## config.mk

```make
export PLATFORM = sky130hd
export DESIGN_NAME = fetch_unit
export DESIGN_NICKNAME = d
export VERILOG_FILES = /design/src/rtl/fetch_unit_pkg.sv /design/src/rtl/fetch_unit.sv
export SDC_FILE = /design/constraint.sdc
export NUM_CORES = 1
export LEC_CHECK = 0
export CELL_PAD_IN_SITES_DETAIL_PLACEMENT = 2
export CELL_PAD_IN_SITES_GLOBAL_PLACEMENT = 2
export CORE_ASPECT_RATIO = 1.4
export CORE_UTILIZATION = 35
export CTS_BUF_LIST = sky130_fd_sc_hd__clkbuf_8
export CTS_CLUSTER_SIZE = 28
export DETAILED_ROUTE_END_ITERATION = 12
export DONT_BUFFER_PORTS = 1
export GPL_ROUTABILITY_DRIVEN = 0
export PLACE_DENSITY = 0.75
export SETUP_SLACK_MARGIN = 0.05
export SLEW_MARGIN = 10
export SYNTH_ARGS = -nofsm -noshare
export SYNTH_HDL_FRONTEND = slang
export SYNTH_SLANG_ARGS = --single-unit
```

## constraint.sdc

```tcl
create_clock -name clk -period 1.8 [get_ports clk]
set_input_delay 0.18 -clock clk [delete_from_list [all_inputs] [get_ports clk]]
set_output_delay 0.18 -clock clk [all_outputs]
set_load 0.02 [all_outputs]
```

## src/rtl/fetch_unit_pkg.sv

```systemverilog
// Shared fetch-stage definitions: default widths, reset PC and FSM state encoding.
package fetch_unit_pkg;

  localparam int          FU_WORD_SIZE = 16;
  localparam logic [15:0] FU_RESET_PC  = 16'h0000;

  typedef enum logic [1:0] {
    FETCH = 2'd0,
    HOLD  = 2'd1,
    DRAIN = 2'd2
  } fetch_state_t;

endpackage

```

## src/rtl/fetch_unit.sv

```systemverilog
// Instruction-fetch stage: PC register, next-PC mux, imem handshake FSM,
// stall hold buffer and IF/ID pipeline register.
module fetch_unit
  import fetch_unit_pkg::*;
#(
  parameter int                   WORD_SIZE = FU_WORD_SIZE,
  parameter logic [WORD_SIZE-1:0] RESET_PC  = WORD_SIZE'(FU_RESET_PC)
) (
  input  logic                 clk,
  input  logic                 reset_n,
  input  logic                 stall_if,
  input  logic                 redirect,
  input  logic [WORD_SIZE-1:0] redirect_pc,
  input  logic [WORD_SIZE-1:0] bp_predicted_pc,
  input  logic                 bp_tag_match,
  output logic [WORD_SIZE-1:0] pc_fetch,
  output logic                 imem_req,
  input  logic                 imem_ready,
  input  logic [WORD_SIZE-1:0] imem_data,
  output logic                 if_id_valid,
  output logic [WORD_SIZE-1:0] if_id_pc,
  output logic [WORD_SIZE-1:0] if_id_inst,
  output logic [WORD_SIZE-1:0] if_id_pred_pc,
  output logic                 if_id_pred_taken
);

  fetch_state_t         state, state_d;
  logic [WORD_SIZE-1:0] pc_d, pending, pending_d;
  logic [WORD_SIZE-1:0] hold_inst, hold_inst_d, hold_pred, hold_pred_d;
  logic                 hold_taken, hold_taken_d;
  logic                 if_id_valid_d, if_id_pred_taken_d;
  logic [WORD_SIZE-1:0] if_id_pc_d, if_id_inst_d, if_id_pred_pc_d;
  logic [WORD_SIZE-1:0] seq_pc, next_pc;

  assign seq_pc   = pc_fetch + WORD_SIZE'(1);
  assign next_pc  = bp_tag_match ? bp_predicted_pc : seq_pc;
  assign imem_req = reset_n && (state != HOLD);

  always_comb begin
    // NOTE: combinational logic uses blocking '=' and gives every target a
    // default first, so no path can leave a value unassigned and infer a latch.
    state_d            = state;
    pc_d               = pc_fetch;
    pending_d          = pending;
    hold_inst_d        = hold_inst;
    hold_pred_d        = hold_pred;
    hold_taken_d       = hold_taken;
    if_id_valid_d      = if_id_valid;
    if_id_pc_d         = if_id_pc;
    if_id_inst_d       = if_id_inst;
    if_id_pred_pc_d    = if_id_pred_pc;
    if_id_pred_taken_d = if_id_pred_taken;

    case (state)
      FETCH: begin
        if (redirect) begin
          if_id_valid_d = 1'b0;
          if (imem_ready) begin
            pc_d = redirect_pc;
          end else begin
            // Response for the stale PC is still owed; wait for it in DRAIN.
            pending_d = redirect_pc;
            state_d   = DRAIN;
          end
        end else if (imem_ready) begin
          if (!stall_if) begin
            if_id_valid_d      = 1'b1;
            if_id_pc_d         = pc_fetch;
            if_id_inst_d       = imem_data;
            if_id_pred_pc_d    = next_pc;
            if_id_pred_taken_d = bp_tag_match;
            pc_d               = next_pc;
          end else begin
            hold_inst_d  = imem_data;
            hold_pred_d  = next_pc;
            hold_taken_d = bp_tag_match;
            state_d      = HOLD;
          end
        end else if (!stall_if) begin
          if_id_valid_d = 1'b0;
        end
      end

      HOLD: begin
        if (redirect) begin
          if_id_valid_d = 1'b0;
          pc_d          = redirect_pc;
          state_d       = FETCH;
        end else if (!stall_if) begin
          if_id_valid_d      = 1'b1;
          if_id_pc_d         = pc_fetch;
          if_id_inst_d       = hold_inst;
          if_id_pred_pc_d    = hold_pred;
          if_id_pred_taken_d = hold_taken;
          pc_d               = hold_pred;
          state_d            = FETCH;
        end
      end

      DRAIN: begin
        if_id_valid_d = 1'b0;
        if (imem_ready) begin
          pc_d    = redirect ? redirect_pc : pending;
          state_d = FETCH;
        end else if (redirect) begin
          pending_d = redirect_pc;
        end
      end

      default: state_d = FETCH;
    endcase
  end

  always_ff @(posedge clk) begin
    // NOTE: sequential state uses non-blocking '<=' so every register samples
    // pre-edge values regardless of statement order.
    if (!reset_n) begin
      state            <= FETCH;
      pc_fetch         <= RESET_PC;
      pending          <= '0;
      hold_inst        <= '0;
      hold_pred        <= '0;
      hold_taken       <= 1'b0;
      if_id_valid      <= 1'b0;
      if_id_pc         <= '0;
      if_id_inst       <= '0;
      if_id_pred_pc    <= '0;
      if_id_pred_taken <= 1'b0;
    end else begin
      state            <= state_d;
      pc_fetch         <= pc_d;
      pending          <= pending_d;
      hold_inst        <= hold_inst_d;
      hold_pred        <= hold_pred_d;
      hold_taken       <= hold_taken_d;
      if_id_valid      <= if_id_valid_d;
      if_id_pc         <= if_id_pc_d;
      if_id_inst       <= if_id_inst_d;
      if_id_pred_pc    <= if_id_pred_pc_d;
      if_id_pred_taken <= if_id_pred_taken_d;
    end
  end

endmodule

```

==> out/metrics.csv, run 1 <==
metric,value,unit
gr-total-overflow,0,
track_usage,31.7,%
mostFrequentLayoutCells,"nand2_1, dfxtp_1, buf_4",
vias,6476,
clk_path_buf_depth,2,
cts.sinks,117,
hold_ws,-0.151,ns
vias_per_cell,6.20,
failed_checks,"hold timing, setup timing",
synth-seq-cells,117,
max-cap-violations,0,
die_area,17600,sq um
clock.fmax,513,MHz
fp.dieH,157,microns
syn_nets,786,
path_clk_slew,0.08,ns
dr.pass1.iters,5,
synth-main-ff-cell,dfxtp_1,
ys_seq_area_share,39.2,%
worst_clock_skew,0.0145,ns
async_flop_share,0,%
hold_viol_final,73,
drv_slew,0,
fp-row-count,56,
timing.slew.headroom,39.0,%
mostFrequentLayoutCell,nand2_1,
rsz0062_at_grt,yes,
root_buffer,clkbuf_8,
critPathLaunchType,flip-flop,
setup_viol,53,
synth_area_leader_cell,dfxtp_1,
fin_cells,1044,
start_util,35.6,%
hold_path_class,in -> reg,
grt_pass1_wl,41.8,mm
hpwl,17.0,mm
cts_buffers,17,
antenna_found_initial,0,
cp.arrival,2.33,ns
peakVddDrop,0.000385,V
pwr_density_cell,1000,nW/um^2
pin_count,121,
ant_nets,0,
synth_area_leaders,"dfxtp_1, nand2_1, mux2i_1",
wl,30.6,mm
fp.dieW,112,microns
required,2.18,ns
clkLatencyLatePin,0.46,ns
leakage,3.22,nW
dp_slack,-0.211,ns
worst_slack,-0.148,ns
grt_max_degree,89,
drt_iter0_markers,423,
period_needed,1.95,ns
routedWlPerCell,29.3,microns
layout-drive-gt1-share,26.5,%
postSynthCellCount,727,
core,16700,sq um
n_antenna_cell,0,
dp_cells,958,
cts_tree,built,
synth-edff-count,0,
status,"complete, but fails checks",
worstSetupPathType,reg -> reg,
numPortBuffers,0,
grt_pass1_vias,7143,
nets,887,
crit_path_max_fanout,7,
yosys_warnings,0,
end_kind,flip-flop,
worstMarginPinSlew,0.911,ns
drc,0,
cts_max_level,4,
synth_top_area_share,39.2,%
avgSynthCellArea,8.21,sq um
syn_area,5970,sq um
period_share,108,%
synth_cell_types,67,
synthToLayoutAreaGrowth,36.8,%
area by class of cell:
type                    instances  area [sq um]
clock buffers                  17           234
clock inverters                15           190
fillers                      1767          8580
inverters                      10          45.0
multi-input cells             538          3660
flip-flops and latches        117          2370
well taps                     203           254
repair buffers                144          1410
path summary, 6_finish.rpt:
path,to,from,cells after the start,slack (ns)
max,pc_fetch[10]$_SDFFE_PN0P_,state[0]$_SDFFE_PN0P_,10,-0.15
max reg2reg,pc_fetch[10]$_SDFFE_PN0P_,state[0]$_SDFFE_PN0P_,10,-0.15
min,if_id_pred_pc[6]$_SDFFE_PN0P_,reset_n,1,-0.15
min reg2reg,hold_inst[8]$_SDFFE_PN0P_,hold_inst[8]$_SDFFE_PN0P_,2,0.46
state kept, by name, indices dropped and copies added (netlist names):
| register | cells |
|---|---|
| hold_inst | 16 |
| hold_pred | 16 |
| if_id_inst | 16 |
| if_id_pc | 16 |
| if_id_pred_pc | 16 |
| pc_fetch | 16 |
| pending | 16 |
| state | 2 |
| hold_taken | 1 |
| if_id_pred_taken | 1 |
| if_id_valid | 1 |
synth_stat cells (4+ instances only):
library cell  number
a32o_1             5
o21a_1            10
buf_2             24
nand3_1           26
o31ai_1            6
nor2_1            25
a21boi_0          26
ha_1               5
a221o_1            4
xnor2_1            4
inv_1              7
nor2b_1            5
o211a_1           22
nand4_1            4
a31oi_1            4
buf_1              4
a221oi_1           7
dfxtp_1          117
clkbuf_1          29
nand2b_1          12
nand2_1          161
a21oi_1           60
o211ai_1           9
o21ai_0           31
o221ai_1           5
xor2_1             5
mux2i_1           34
o22a_1             4
a22oi_1            7
critical path: stages (launching register included):
cell	delay [ns]
dfxtp_4	0.38
inv_4	0.06
ha_4	0.17
buf_6	0.15
o21bai_4	0.23
o211ai_1	0.14
buf_4	0.19
buf_6	0.15
a21oi_4	0.13
nor2_1	0.08
o2bb2ai_1	0.19
metal layers:
metal	up-vias	track usage [%]	wire, microns
met5	-	0	0
met4	0	18.2	2170
met3	130	6.66	1750
met2	305	60.7	15900
met1	3228	31.4	10800
li1	2813	-	-
report_power, final:
part	internal, mW	total [mW]	switching, mW
clock	1.49	2.71	1.22
combinational	1.04	2.38	1.34
sequential	2.78	3.08	0.296
timing repair:
action | CTS | global route
hold endpoints to repair | 90 | 75
pin swaps | 10 | 29
cloned | 0 | 3
hold buffers | 28 | 3
setup endpoints to repair | 110 | 75
gates resized for setup | 55 | 84
buffers inserted | 8 | 12
logic make-up (layout without fill, tap and decap cells):
group | count (synthesis) | in the layout | synth area share (%)
AND/OR/NAND/NOR | 258 | 259 | 19.9
AO/OA/AOI/OAI | 229 | 229 | 27.1
XOR/XNOR | 9 | 9 | 1.32
buffers and inverters | 73 | 186 | 5.35
adder cells (fa/ha/maj) | 5 | 5 | 1.05
flip-flops | 117 | 117 | 39.2
multiplexers | 36 | 36 | 6.08
through the flow:
stage                     util [%]  power, mW  cell area (sq um)  hold WS [ns]  TNS [ns]
final                         48.8       8.17               8170        -0.151     -2.41
after global routing          48.8       8.41               8170        -0.172     -5.40
after CTS                     46.2       7.73               7740        -0.164  -0.00960
after detailed placement      40.4       4.86               6760         0.303     -8.05
after global placement        40.4       4.76               6760         0.304    -0.982
after floorplan                  -       4.08               5990         0.316         0
Note: power is estimated with default switching activity, not from simulation.
==> run 2: changes to the inputs <==
--- a/config.mk
+++ b/config.mk
@@ -8,13 +8,12 @@
 export CELL_PAD_IN_SITES_DETAIL_PLACEMENT = 2
 export CELL_PAD_IN_SITES_GLOBAL_PLACEMENT = 2
 export CORE_ASPECT_RATIO = 1.4
-export CORE_UTILIZATION = 35
-export CTS_BUF_LIST = sky130_fd_sc_hd__clkbuf_8
+export CORE_UTILIZATION = 33
 export CTS_CLUSTER_SIZE = 28
 export DETAILED_ROUTE_END_ITERATION = 12
 export DONT_BUFFER_PORTS = 1
 export GPL_ROUTABILITY_DRIVEN = 0
-export PLACE_DENSITY = 0.75
+export PLACE_DENSITY = 0.71
 export SETUP_SLACK_MARGIN = 0.05
 export SLEW_MARGIN = 10
 export SYNTH_ARGS = -nofsm -noshare
==> out/metrics.csv, run 2 (synthesis gave the netlist of run 1 again) <==
metric,value,unit,change
worstSetupPathType,reg -> reg,,
fp.dieH,161,microns,+2.9%
failed_checks,"hold timing, setup timing",,
worst_clock_skew,0.00769,ns,-0.00680 ns
pin_count,121,,unchanged
hpwl,17.6,mm,+3.8%
mostFrequentLayoutCell,nand2_1,,
fin_cells,1086,,+4.0%
peakVddDrop,0.000679,V,+76%
cp_slowest_cell,dfxtp_2,,
worst_slack,-0.272,ns,-0.124 ns
cts_buffers,17,,unchanged
regArea,2370,sq um,unchanged
p_total,8.98,mW,+9.9%
dp_cells,986,,+2.9%
critical_path.cell_chain,buf_6 -> ha_1 -> inv_1 -> o211ai_1 -> clkbuf_16 -> buf_4 -> a21boi_0 -> a22o_1,,
cts_max_level,4,,unchanged
drt_iter0_markers,472,,+12%
fin_setup_tns,-5.99,ns,-3.57 ns
cts.sinks,117,,unchanged
grt_max_degree,89,,unchanged
crit_path_max_fanout,7,,unchanged
critPathLaunchType,flip-flop,,
routedWlPerCell,30.0,microns,+2.4%
synthToLayoutAreaGrowth,45.7,%,
end_kind,flip-flop,,
drc,0,,unchanged
n_fill_cell,1848,,+4.6%
required,2.12,ns,-0.06 ns
fp.dieW,116,microns,+2.9%
setup_viol,76,,+43%
start_util,34.0,%,-1.6 points
crit_path_max_incr_delay,0.37,ns,about the same
nets,894,,+0.79%
core,17500,sq um,+4.8%
hold_ws,-0.0565,ns,+0.0949 ns
rsz0062_at_grt,yes,,
wl,32.6,mm,+6.5%
hold_path_class,in -> reg,,
track_usage,32.7,%,+1.1 points
mostFrequentLayoutCells,"nand2_1, dfxtp_1, buf_4",,
max-cap-violations,0,,unchanged
clk_path_buf_depth,2,,unchanged
clock.fmax,483,MHz,-6.0%
leakage,3.41,nW,+6.0%
multiInputGateArea,3700,sq um,+1.1%
worstMarginPinSlew,0.476,ns,-0.435 ns
grt_pass1_wl,44.3,mm,+6.1%
hold_viol_final,8,,-89%
clkLatencyLatePin,0.43,ns,-0.03 ns
antenna_found_initial,2,,+2
period_share,115,%,+6.9 points
vias_per_cell,6.12,,-1.3%
layout-drive-gt1-share,29.2,%,+2.7 points
period_needed,2.07,ns,+0.124 ns
cts_tree,built,,
drv_slew,0,,unchanged
grt_pass1_vias,7242,,+1.4%
root_buffer,clkbuf_16,,
cp.arrival,2.39,ns,+0.06 ns
numPortBuffers,0,,unchanged
pwr_density_cell,1030,nW/um^2,+3.1%
path_clk_slew,0.06,ns,-0.02 ns
die_area,18600,sq um,+6.0%
vias,6651,,+2.7%
timing.slew.headroom,68.3,%,+29 points
gr-total-overflow,0,,unchanged
ant_nets,0,,unchanged
status,"complete, but fails checks",,
dr.pass1.iters,5,,unchanged
fp-row-count,57,,+1.8%
-- run 2: cell count changes in the layout (fill, tap and decap cells not counted), moves of 6 or more --
cell,delta
buf_4,-14
a21boi_0,+11
a21oi_2,+11
a21boi_1,-6
clkbuf_8,-14
a21oi_1,-10
nand2_1,-13
clkbuf_16,+20
nand2_2,+9
-- run 2: repair_timing --
item,in CTS,in global routing
endpoints found under the hold margin,89,66
resized for setup,102,72
cloned,4,4
setup endpoints to repair,92,93
pin swaps,50,28
setup buffers,17,6
hold buffers,29,7
-- run 2: final timing paths --
path / startpoint / to / slack [ns] / depth (start not counted)
hold reg to reg: hold_inst[12]$_SDFFE_PN0P_ / hold_inst[12]$_SDFFE_PN0P_ / 0.47 / 2
setup / recovery: state[0]$_SDFFE_PN0P_ / pc_fetch[9]$_SDFFE_PN0P_ / -0.27 / 8
hold / removal: reset_n / pc_fetch[13]$_SDFFE_PN0P_ / -0.06 / 2
setup reg to reg: state[0]$_SDFFE_PN0P_ / pc_fetch[9]$_SDFFE_PN0P_ / -0.27 / 8
-- run 2: where the power goes --
group	internal, mW	switching [mW]	leakage, nW
combinational	1.13	1.44	2.18
sequential	2.79	0.263	0.958
clock	2.01	1.34	0.273
-- run 2: area by class of cell --
cell class,instances,area share [%]
Sequential cell,117,27.2
Clock buffer,22,5.45
Clock inverter,10,1.12
Inverter,10,0.489
Antenna cell,2,0.0575
Multi-Input combinational cell,537,42.6
Tap cell,236,3.39
Timing Repair Buffer,152,19.7
-- run 2: critical path, delay by kind of cell, from the launching register on --
kind	cells	cell delay, ns
AOI/OAI and AO/OA	3	0.59
DFF	1	0.37
adders and majority gates	1	0.30
buffers and inverters	4	0.69
-- run 2: per-stage QoR --
step / hold WS (ns) / utilization (%) / setup slack (ns) / cell area, sq um
after global placement: 0.306 / 38.6 / -0.128 / 6770
after CTS: -0.121 / 47.2 / -0.0241 / 8290
after detailed placement: 0.298 / 38.6 / -0.200 / 6770
final: -0.0565 / 49.6 / -0.272 / 8700
after global routing: -0.0531 / 49.6 / -0.236 / 8700
after floorplan: 0.316 / - / 0.0528 / 5990
-- run 2: layer usage --
layer | GRT usage (%) | share of wire (%) | vias up
met5 | 0 | 0 | -
li1 | - | - | 2838
met2 | 59.7 | 51 | 304
met4 | 23.0 | 7.3 | 0
met3 | 6.60 | 5.9 | 140
met1 | 32.5 | 36 | 3369
==> run 3: changes to the inputs <==
--- a/config.mk
+++ b/config.mk
@@ -5,6 +5,7 @@
 export SDC_FILE = /design/constraint.sdc
 export NUM_CORES = 1
 export LEC_CHECK = 0
+export CAP_MARGIN = 20
 export CELL_PAD_IN_SITES_DETAIL_PLACEMENT = 2
 export CELL_PAD_IN_SITES_GLOBAL_PLACEMENT = 2
 export CORE_ASPECT_RATIO = 1.4
==> constraint.sdc (replaced) <==
create_clock -name clk -period 1.7 [get_ports clk]
set_input_delay 0.17 -clock clk [delete_from_list [all_inputs] [get_ports clk]]
set_output_delay 0.17 -clock clk [all_outputs]
set_load 0.02 [all_outputs]
==> out/metrics.csv, run 3 (synthesis gave the netlist of run 1 again) <==
metric,value,unit,change
grt_use_met3,8.26,%,+1.7 points
core,17500,sq um,unchanged
max-cap-violations,0,,unchanged
critical_path.cell_chain,inv_4 -> ha_4 -> nor2_1 -> o2111ai_2 -> buf_4 -> a21oi_1 -> a32o_1,,
clk_path_buf_depth,2,,unchanged
cp_num_buf_inv,2,,-2
drv_slew,0,,unchanged
cts_buffers,17,,unchanged
n_fill_cell,1785,,-3.4%
failed_checks,"hold timing, setup timing",,
fp-row-count,57,,unchanged
cp.arrival,2.36,ns,-0.03 ns
clkLatencyLatePin,0.45,ns,+0.02 ns
cp_top_family,compound AO/OA/AOI/OAI gates,,
cp_slowest_cell,dfxtp_4,,
crit_path_max_incr_delay,0.38,ns,about the same
rsz0062_at_grt,yes,,
gr-total-overflow,0,,unchanged
mostFrequentLayoutCell,nand2_1,,
critPathLaunchType,flip-flop,,
crit_path_max_fanout,6,,-1
synthToLayoutAreaGrowth,57.4,%,
cts_max_level,4,,unchanged
numPortBuffers,0,,unchanged
drt_iter0_markers,581,,+23%
clock.fmax,504,MHz,+4.4%
use_met1,35.3,%,+2.8 points
grt_pass1_vias,7316,,+1.0%
fp.dieH,161,microns,unchanged
leakage,3.70,nW,+8.5%
hold_path_class,in -> reg,,
setup_viol,111,,+46%
n_antenna_cell,0,,-2
cts_tree,built,,
track_usage,32.4,%,-0.34 points
hold_viol_final,74,,+66
grt.met2_usage,57.3,%,-2.3 points
required,2.08,ns,-0.04 ns
pin_count,121,,unchanged
regArea,2380,sq um,+0.37%
antenna_found_initial,0,,-2
hpwl,17.2,mm,-2.3%
dr.pass1.iters,5,,unchanged
p_total,10.2,mW,+13%
grt_pass1_wl,44.9,mm,+1.2%
peakVddDrop,0.000803,V,+18%
fp.dieW,116,microns,unchanged
layout-drive-gt1-share,41.0,%,+12 points
ant_nets,0,,unchanged
die_area,18600,sq um,unchanged
end_kind,flip-flop,,
drc,0,,unchanged
routedWlPerCell,33.4,microns,+11%
pwr_density_cell,1080,nW/um^2,+4.9%
timing.slew.headroom,61.8,%,-6.4 points
root_buffer,clkbuf_16,,
postPlaceCellArea,6900,sq um,+1.9%
grt_max_degree,89,,unchanged
start_util,34.0,%,unchanged
vias_per_cell,6.26,,+2.1%
period_share,117,%,+1.7 points
path_clk_slew,0.06,ns,about the same
wl,37.2,mm,+14%
nets,925,,+3.5%
final_cell_area,9390,sq um,+8.0%
mostFrequentLayoutCells,"nand2_1, dfxtp_1, buf_4",,
vias,6975,,+4.9%
top_usage_layer,met2,,
worstSetupPathType,reg -> reg,,
worstMarginPinSlew,0.557,ns,+0.0805 ns
status,"complete, but fails checks",,
hold_ws,-0.112,ns,-0.0557 ns
multiInputGateArea,4150,sq um,+12%
worst_clock_skew,0.0100,ns,+0.00235 ns
period_needed,1.99,ns,-0.0864 ns
cts.sinks,117,,unchanged
worst_slack,-0.286,ns,-0.0136 ns
run 3: changes by cell type in the layout (fill, tap and decap cells not counted), moves of 10 or more:
cell / delta
a21boi_0: -16
a21oi_1: -12
a21oi_2: +12
buf_4: +28
nand2_1: -33
nand2_2: +15
nand2_4: +18
nand3_1: -11
nand3_2: +10
run 3: worst paths after layout:
kind                                          startpoint  cells past startpoint  slack (ns)                  endpoint
worst max-delay path               state[1]$_SDFFE_PN0P_                      7       -0.29  pc_fetch[4]$_SDFFE_PN0P_
worst min-delay path                             reset_n                      1       -0.11  pending[10]$_SDFFE_PN0P_
worst max register to register     state[1]$_SDFFE_PN0P_                      7       -0.29  pc_fetch[4]$_SDFFE_PN0P_
worst min register to register  pending[12]$_SDFFE_PN0P_                      2        0.47  pending[12]$_SDFFE_PN0P_
run 3: per-layer routing:
metal  vias to the layer above  wire length [microns]
met2                       382                  19000
met1                      3540                  13500
met5                         -                      0
li1                       2894                      -
met4                         0                   2340
met3                       159                   2440
run 3: per-stage QoR:
stage          setup TNS [ns]  std cells  utilization, %  worst slack [ns]
2_1_floorplan               0        727               -           0.00629
3_3_place_gp            -1.38       1003            39.3            -0.113
3_5_place_dp            -7.48       1003            39.3            -0.168
4_1_cts                 -2.58       1085            47.8           -0.0818
5_1_grt                -17.74       1115            53.5            -0.310
6_report               -13.90       1115            53.5            -0.286
run 3: layout make-up:
class,count,area share [%]
clock inverters,12,1.64
multi-input cells,538,44.2
inverters,10,0.453
flip-flops and latches,117,25.3
repair buffers,182,20.6
clock buffers,20,4.75
well taps,236,3.14
run 3: worst register-to-register path, cell delays in order, from the launching register on:
cell and delay, ns:
dfxtp_4 0.38, inv_4 0.05, ha_4 0.20, nor2_1 0.36, o2111ai_2 0.28, buf_4 0.24
a21oi_1 0.24, a32o_1 0.17
run 3: repair_timing:
action | CTS | global route
hold endpoints to repair | 89 | 74
gates resized for setup | 95 | 189
setup endpoints to repair | 96 | 118
buffers inserted | 14 | 21
gates cloned | 3 | 11
pin swaps | 29 | 88
hold buffers | 33 | 1
run 3: report_power, final:
group	leakage [nW]	total, mW	switching, mW	internal, mW
combinational	2.45	2.98	1.66	1.32
sequential	0.960	3.28	0.332	2.95
clock	0.286	3.91	1.57	2.34
